===== src/rtl/reg_bank_master.sv =====
// Register-bank bus initiator: one write plus up to three operand reads per operation.
// Optional feature: define REG_BYPASS_EN to serve same-register reads from the write data.
package reg_bank_pkg;
  typedef struct packed {
    logic [31:0] data;
    logic [2:0]  sel;
    logic        mode;
  } reg_in_bus_t;
endpackage

module reg_bank_master
  import reg_bank_pkg::*;
#(
  parameter int READ_LAT    = 1,
  parameter int WRITE_FIRST = 1
) (
  input  logic        clk,
  input  logic        reset,
  input  logic        op_valid,
  output logic        op_ready,
  input  logic        op_wr_en,
  input  logic [2:0]  op_wr_sel,
  input  logic [31:0] op_wr_data,
  input  logic [2:0]  op_rd_mask,
  input  logic [2:0]  op_sel_a,
  input  logic [2:0]  op_sel_b,
  input  logic [2:0]  op_sel_c,
  output logic        rsp_valid,
  input  logic        rsp_ready,
  output logic [31:0] rsp_a,
  output logic [31:0] rsp_b,
  output logic [31:0] rsp_c,
  output reg_in_bus_t bus_out,
  output logic        bus_oe,
  input  logic [31:0] bank_q
);

  typedef enum logic [2:0] {IDLE, WR, RD_A, RD_B, RD_C, RESP} state_t;

  state_t      state_q, state_d;
  logic [2:0]  cnt_q, cnt_d;
  logic        wr_en_q, wr_en_d;
  logic [2:0]  wr_sel_q, wr_sel_d;
  logic [31:0] wr_data_q, wr_data_d;
  logic [2:0]  mask_q, mask_d;
  logic [2:0]  byp_q, byp_d;
  logic [2:0]  sel_a_q, sel_a_d, sel_b_q, sel_b_d, sel_c_q, sel_c_d;
  logic [31:0] rsp_a_q, rsp_a_d, rsp_b_q, rsp_b_d, rsp_c_q, rsp_c_d;
  logic        hold_q, hold_d;
  logic [2:0]  byp;
  logic [2:0]  mask_eff;

  // First required slot strictly after 'cur' in the configured slot order.
  function automatic state_t next_slot(state_t cur, logic wr, logic [2:0] m);
    state_t nxt;
    nxt = RESP;
    if (WRITE_FIRST != 0) begin
      case (cur)
        IDLE:    nxt = wr ? WR : m[0] ? RD_A : m[1] ? RD_B : m[2] ? RD_C : RESP;
        WR:      nxt = m[0] ? RD_A : m[1] ? RD_B : m[2] ? RD_C : RESP;
        RD_A:    nxt = m[1] ? RD_B : m[2] ? RD_C : RESP;
        RD_B:    nxt = m[2] ? RD_C : RESP;
        default: nxt = RESP;
      endcase
    end else begin
      case (cur)
        IDLE:    nxt = m[0] ? RD_A : m[1] ? RD_B : m[2] ? RD_C : wr ? WR : RESP;
        RD_A:    nxt = m[1] ? RD_B : m[2] ? RD_C : wr ? WR : RESP;
        RD_B:    nxt = m[2] ? RD_C : wr ? WR : RESP;
        RD_C:    nxt = wr ? WR : RESP;
        default: nxt = RESP;
      endcase
    end
    return nxt;
  endfunction

  always_comb begin
    state_d   = state_q;
    cnt_d     = cnt_q;
    wr_en_d   = wr_en_q;
    wr_sel_d  = wr_sel_q;
    wr_data_d = wr_data_q;
    mask_d    = mask_q;
    byp_d     = byp_q;
    sel_a_d   = sel_a_q;
    sel_b_d   = sel_b_q;
    sel_c_d   = sel_c_q;
    rsp_a_d   = rsp_a_q;
    rsp_b_d   = rsp_b_q;
    rsp_c_d   = rsp_c_q;
    hold_d    = hold_q;
    op_ready  = 1'b0;
    rsp_valid = 1'b0;
    bus_out   = '0;
    bus_oe    = 1'b0;
    byp       = 3'b000;
`ifdef REG_BYPASS_EN
    if (WRITE_FIRST != 0 && op_wr_en) begin
      byp[0] = op_rd_mask[0] && (op_sel_a == op_wr_sel);
      byp[1] = op_rd_mask[1] && (op_sel_b == op_wr_sel);
      byp[2] = op_rd_mask[2] && (op_sel_c == op_wr_sel);
    end
`endif
    mask_eff = op_rd_mask & ~byp;

    case (state_q)
      IDLE: begin
        op_ready = 1'b1;
        if (op_valid) begin
          wr_en_d   = op_wr_en;
          wr_sel_d  = op_wr_sel;
          wr_data_d = op_wr_data;
          mask_d    = mask_eff;
          byp_d     = byp;
          sel_a_d   = op_sel_a;
          sel_b_d   = op_sel_b;
          sel_c_d   = op_sel_c;
          rsp_a_d   = '0;
          rsp_b_d   = '0;
          rsp_c_d   = '0;
          cnt_d     = '0;
          state_d   = next_slot(IDLE, op_wr_en, mask_eff);
          // An empty operation still takes one cycle before rsp_valid rises.
          hold_d    = !op_wr_en && (mask_eff == 3'b000);
        end
      end
      WR: begin
        bus_oe  = 1'b1;
        bus_out = '{data: wr_data_q, sel: wr_sel_q, mode: 1'b1};
        if (byp_q[0]) rsp_a_d = wr_data_q;
        if (byp_q[1]) rsp_b_d = wr_data_q;
        if (byp_q[2]) rsp_c_d = wr_data_q;
        cnt_d   = '0;
        state_d = next_slot(WR, wr_en_q, mask_q);
      end
      RD_A, RD_B, RD_C: begin
        bus_oe = 1'b1;
        case (state_q)
          RD_A:    bus_out.sel = sel_a_q;
          RD_B:    bus_out.sel = sel_b_q;
          default: bus_out.sel = sel_c_q;
        endcase
        if (cnt_q == 3'(READ_LAT)) begin
          case (state_q)
            RD_A:    rsp_a_d = bank_q;
            RD_B:    rsp_b_d = bank_q;
            default: rsp_c_d = bank_q;
          endcase
          cnt_d   = '0;
          state_d = next_slot(state_q, wr_en_q, mask_q);
        end else begin
          cnt_d = cnt_q + 3'd1;
        end
      end
      RESP: begin
        if (hold_q) begin
          hold_d = 1'b0;
        end else begin
          rsp_valid = 1'b1;
          if (rsp_ready) state_d = IDLE;
        end
      end
      default: state_d = IDLE;
    endcase
  end

  always_ff @(posedge clk) begin
    if (reset) begin
      state_q   <= IDLE;
      cnt_q     <= '0;
      wr_en_q   <= 1'b0;
      wr_sel_q  <= '0;
      wr_data_q <= '0;
      mask_q    <= '0;
      byp_q     <= '0;
      sel_a_q   <= '0;
      sel_b_q   <= '0;
      sel_c_q   <= '0;
      rsp_a_q   <= '0;
      rsp_b_q   <= '0;
      rsp_c_q   <= '0;
      hold_q    <= 1'b0;
    end else begin
      state_q   <= state_d;
      cnt_q     <= cnt_d;
      wr_en_q   <= wr_en_d;
      wr_sel_q  <= wr_sel_d;
      wr_data_q <= wr_data_d;
      mask_q    <= mask_d;
      byp_q     <= byp_d;
      sel_a_q   <= sel_a_d;
      sel_b_q   <= sel_b_d;
      sel_c_q   <= sel_c_d;
      rsp_a_q   <= rsp_a_d;
      rsp_b_q   <= rsp_b_d;
      rsp_c_q   <= rsp_c_d;
      hold_q    <= hold_d;
    end
  end

  assign rsp_a = rsp_a_q;
  assign rsp_b = rsp_b_q;
  assign rsp_c = rsp_c_q;

endmodule


===== config.mk =====
export PLATFORM = sky130hd
export DESIGN_NAME = reg_bank_master
export DESIGN_NICKNAME = d
export VERILOG_FILES = /design/src/rtl/reg_bank_master.sv
export SDC_FILE = /design/constraint.sdc
export NUM_CORES = 1
export LEC_CHECK = 0
export BUFFER_PORTS_ARGS = -buffer_cell sky130_fd_sc_hd__buf_2
export CAP_MARGIN = 20
export CORE_MARGIN = 5
export CORE_UTILIZATION = 29
export CTS_CLUSTER_SIZE = 16
export DETAILED_ROUTE_END_ITERATION = 10
export RECOVER_POWER = 25
export SLEW_MARGIN = 20
export SYNTH_ARGS = -nofsm -noshare
export SYNTH_HDL_FRONTEND = slang
export SYNTH_SLANG_ARGS = --single-unit
export TNS_END_PERCENT = 5

===== constraint.sdc =====
create_clock -name clk -period 2.65 [get_ports clk]
set_input_delay 0.1325 -clock clk [delete_from_list [all_inputs] [get_ports clk]]
set_output_delay 0.1325 -clock clk [all_outputs]
set_load 0.05 [all_outputs]

# Yosys cells after proc, flatten, opt, wreduce, memory -nomap -nowiden
# Index checks and enable logic that the tools add are counted.
# word_totals
ff_bits,150
output_inout_bits,135
word_cells,79
# classes
add_sub_neg,1
eq_ne,13
muxes,36
bitwise,1
reduce_logical,16
# op_table
cell,count
$mux 32,8
$pmux 32 s2,3
$mux 3,11
$pmux 3 s2,3
$reduce_and 5->1,3
$ne 2x2->1 const B,7
$pmux 3 s4,1
$pmux 3 s3,1
$mux 1,8
$eq 3x1->1 const B,2
$eq 3x2->1 const B,2
$eq 3x3->1 const B,2
$logic_not 3->1,2
$reduce_and 2->1,3
$reduce_and 4->1,1
$reduce_or 4->1,1
$add 3x1->3 const B,1
$reduce_bool 3->1,1
$reduce_or 3->1,1
$pmux 1 s2,1
$reduce_bool 2->1,1
$reduce_or 2->1,1
$logic_and 1x1->1,1
$logic_not 1->1,1
$not 1->1,1

# Depth between registers and ports, before layout
# depth
depth_word,6
mapped_depth,7
ltp_nobuf,4

# Worst setup path after synthesis
# OpenSTA, ideal clock, no wires.
# synth_path
path_kind,flip-flop to flip-flop
startpoint,reg state_q[0]
endpoint,reg wr_sel_q[0]
setup_time_ps,70
arrival_time_ps,2581
required_ps,2580
setup_slack_ps,-1
path_stages_with_launch,8
synth_period_minus_slack_ps,2651
cell_sequence,dfxtp_1 -> clkbuf_1 -> nor3_1 -> and2_1 -> buf_2 -> buf_1 -> nand2_1 -> a21oi_1
# synth_via
elab_chain_cells,2
# synth_rtl
element,line,text
start: declaration,40,"state_t state_q, state_d;"
start signal: assignment,184,state_q <= state_d;
$logic_not 3->1,106,case (state_q)
$reduce_and 2->1 (no line),-,
end signal: assignment,187,wr_sel_q <= wr_sel_d;
end: declaration,43,"logic [2:0] wr_sel_q, wr_sel_d;"
# No other way between the ends.
# A chain may end at the register's enable or synchronous reset.

==> results.sh <==
export IMPL_crit_path_end_kind="output pin"
export IMPL_whs_ps=110
export IMPL_cts_made_buffers=17
export IMPL_synth_edf_count=0
export IMPL_powerDensity_nw_per_um2=1110
export IMPL_hold_viol=0
export IMPL_cp_top_family="buffers and inverters"
export IMPL_drc=0
export IMPL_critical_path_max_fanout=34
export IMPL_synthTopCellsByArea="dfxtp_1 (50%), nand2_1 (12%), a21oi_1 (12%), nand3_1 (8.2%), and3_1 (3.4%)"
export IMPL_drt_iter0_drc=500
export IMPL_synth_top_area_share_pct=50.4
export IMPL_path_buf_inv=2
export IMPL_clk_pin_slew_ps=60
export IMPL_synth_simple_gate_area_share_pct=26.9
export IMPL_cts_num_sinks=150
export IMPL_synthMuxAreaShare_pct=0.735
export IMPL_synth_async_reset_ratio_pct=0
export IMPL_antenna_cells=0
export IMPL_crit_slowest_cell="dfxtp_1"
export IMPL_cts_tree="done"
export IMPL_r2r_start="cnt_q[0]$_SDFFE_PP0P_"
export IMPL_hold_path_startpoint="op_valid"
export IMPL_slew_headroom_pct=54.2
export IMPL_grt_max_degree=97
export IMPL_crit_required_ps=2520
export IMPL_cts_root_buf="clkbuf_16"
export IMPL_regArea_um2=3000
export IMPL_timing_rr_end="rsp_c[23]$_SDFFE_PP0P_"
export IMPL_io_pins=219
export IMPL_globalplace_congestion=0.765
export IMPL_hold_depth=3
export IMPL_power_mw=9.55
export IMPL_wl_um=20400
export IMPL_arrival_ps=2310
export IMPL_yosysUniqueCellTypes=45
export IMPL_post_drt_wl_per_cell_um=15.6
export IMPL_yosys_area_share_adder_pct=0
export IMPL_detailed_place_hpwl_um=12900
export IMPL_dieArea_um2=23500
export IMPL_die_h_um=153
export IMPL_start_kind="flip-flop"
export IMPL_antenna_found_initial=0
export IMPL_multi_input_area_um2=2660
export IMPL_cts_buffer_depth=2
export IMPL_synth_xor_area_share_pct=0
export IMPL_grt_total_usage_pct=17.0
export IMPL_core_area_um2=20200
export IMPL_ys_ff_latch=150
export IMPL_path_cells="nor2b_2 > buf_4 > a22oi_1 > o21ai_0 > buf_2"
export IMPL_num_vias=6239
export IMPL_mostFrequentLayoutCells="nand2_1 (198), dfxtp_1 (150), buf_2 (146)"
export IMPL_synthFlopType="dfxtp_1"
export IMPL_rsz0062_at_grt="false"
export IMPL_synth_top_area_cell="dfxtp_1"
export IMPL_crit_type="reg -> out"
export IMPL_synthesis_nets=843
export IMPL_synth_top_family_by_area="simple AND/OR/NAND/NOR gates"
export IMPL_hold_path_class="in -> reg"
export IMPL_routed_via_density=4.77
export IMPL_initial_core_util_pct=29.5
export IMPL_fp_dieW_um=153
export IMPL_final_common_cell="nand2_1"
export IMPL_rows=52
export IMPL_drtPass1Iterations=5
export IMPL_seq_area_frac_synth_pct=50.4
export IMPL_nNetsFinal=1109
export IMPL_drive_gt1_share_pct=19.8
export IMPL_grt_pass1_vias=6192
export IMPL_grt_overflow_total=0
export IMPL_synth_compound_area_share_pct=16.5
export IMPL_ctsHtreeMaxLevel=4
export IMPL_synth_area_um2=5960
export IMPL_cpPeakStageDelay_ps=590
export IMPL_setup_viol=0
export IMPL_syn_avg_cell_area_um2=7.86
export IMPL_ir_drop_mv=0.533
export IMPL_max_freq_mhz=409
export IMPL_final_util_pct=42.4
export IMPL_min_to="hold_q$_SDFFE_PP0P_"
export IMPL_p_leak_nw=3.46
export IMPL_status="finished, final reports clean"
export IMPL_syn_inst=759
export IMPL_tightest_slew_ps=690
export IMPL_cts_setup_buffers=0
export IMPL_min_period_ps=2440
export IMPL_r2r_slack_ps=460
export IMPL_slew_violations=0
export IMPL_cap_violations=0
export IMPL_fin_worst_skew_ps=5.90
export IMPL_ff2ff_path_depth=5
export IMPL_clk_latency_ps=420
export IMPL_postRouteAntennaNets=0
export IMPL_syn_to_final_growth_pct=43.8
export IMPL_tns_ps=0
export IMPL_fin_crit_sh_pct=92.2
export IMPL_fillers=2097
export IMPL_grt_pass1_wl_um=32900
export IMPL_io_buffers=218
export IMPL_synth_warnings=0
[worst register-to-register path, stage by stage, from the launching register on]
cell	delay [ps]
dfxtp_1	400
or3b_1	570
a2111oi_4	410
buf_4	420
nand3_1	170
a21oi_1	150
[synth_stat cells (2+ instances only)]
library cell and count:
nor2b_1 5, dfxtp_1 150, nand2_1 198, a21oi_1 144
buf_1 3, nand2b_1 2, buf_6 4, inv_1 3
mux2_2 3, and3_1 32, a211oi_1 3, a22oi_1 3
nor2_1 9, and2_1 2, nor3_1 2, or3b_1 2
o21ai_0 9, clkbuf_1 45, buf_2 17, nand3_1 98
[cells by family after synthesis]
| group | count (synthesis) |
|---|---|
| AO/OA/AOI/OAI | 176 |
| buffers and inverters | 73 |
| flip-flops | 150 |
| multiplexers | 4 |
| AND/OR/NAND/NOR | 356 |
[cell type report]
type / instances / share of cell area, %
clock buffers: 19 / 5.17
multi-input cells: 536 / 31.1
well taps: 270 / 3.94
clock inverters: 13 / 1.71
flip-flops and latches: 150 / 35.0
repair buffers: 316 / 22.9
inverters: 4 / 0.175
[where the power goes]
| part | internal (mW) | switching (mW) |
|---|---|---|
| combinational | 1.05 | 3.22 |
| clock | 1.42 | 1.01 |
| sequential | 2.63 | 0.204 |
| total | 5.11 | 4.44 |
[stage by stage]
step / cells / worst slack [ps] / instance area (um^2)
global placement: 1196 / 504 / 7270
finish: 1308 / 206 / 8570
global route: 1308 / 77.3 / 8570
floorplan: 759 / 352 / 5970
CTS: 1308 / 175 / 8660
detailed placement: 1196 / 471 / 7270
[state kept, by name, indices dropped and copies added (netlist names), 32 cells and up]
| signal | cells |
|---|---|
| rsp_b | 32 |
| wr_data_q | 32 |
| rsp_a | 32 |
| rsp_c | 32 |
[repair_timing]
| action | in CTS | in global routing |
|---|---|---|
| hold buffers | 80 | 0 |
| gates resized for setup | 0 | 0 |
| hold endpoints to repair | 145 | 0 |
[routing by layer]
metal / share of wire [%] / vias to the layer above / GRT usage [%]
li1: - / 3115 / -
met1: 45 / 2901 / 21.6
met3: 5.1 / 40 / 4.33
met4: 2.8 / 0 / 7.23
met5: 0 / - / 0
met2: 48 / 183 / 27.4
[worst max path at each step]
stage | cells after the start | slack (ps) | to | start
after floorplan | 5 | 350 | bus_out[1] | state_q[0]$_SDFFE_PP0P_
after global placement | 5 | 500 | rsp_c[28]$_SDFFE_PP0P_ | cnt_q[0]$_SDFFE_PP0P_
after detailed placement | 5 | 470 | rsp_c[29]$_SDFFE_PP0P_ | cnt_q[0]$_SDFFE_PP0P_
after CTS | 5 | 170 | bus_out[2] | state_q[0]$_SDFFE_PP0P_
after global routing | 5 | 80 | bus_out[3] | state_q[0]$_SDFFE_PP0P_
final | 5 | 210 | bus_out[2] | state_q[0]$_SDFFE_PP0P_
(Power assumes the default switching activity.)
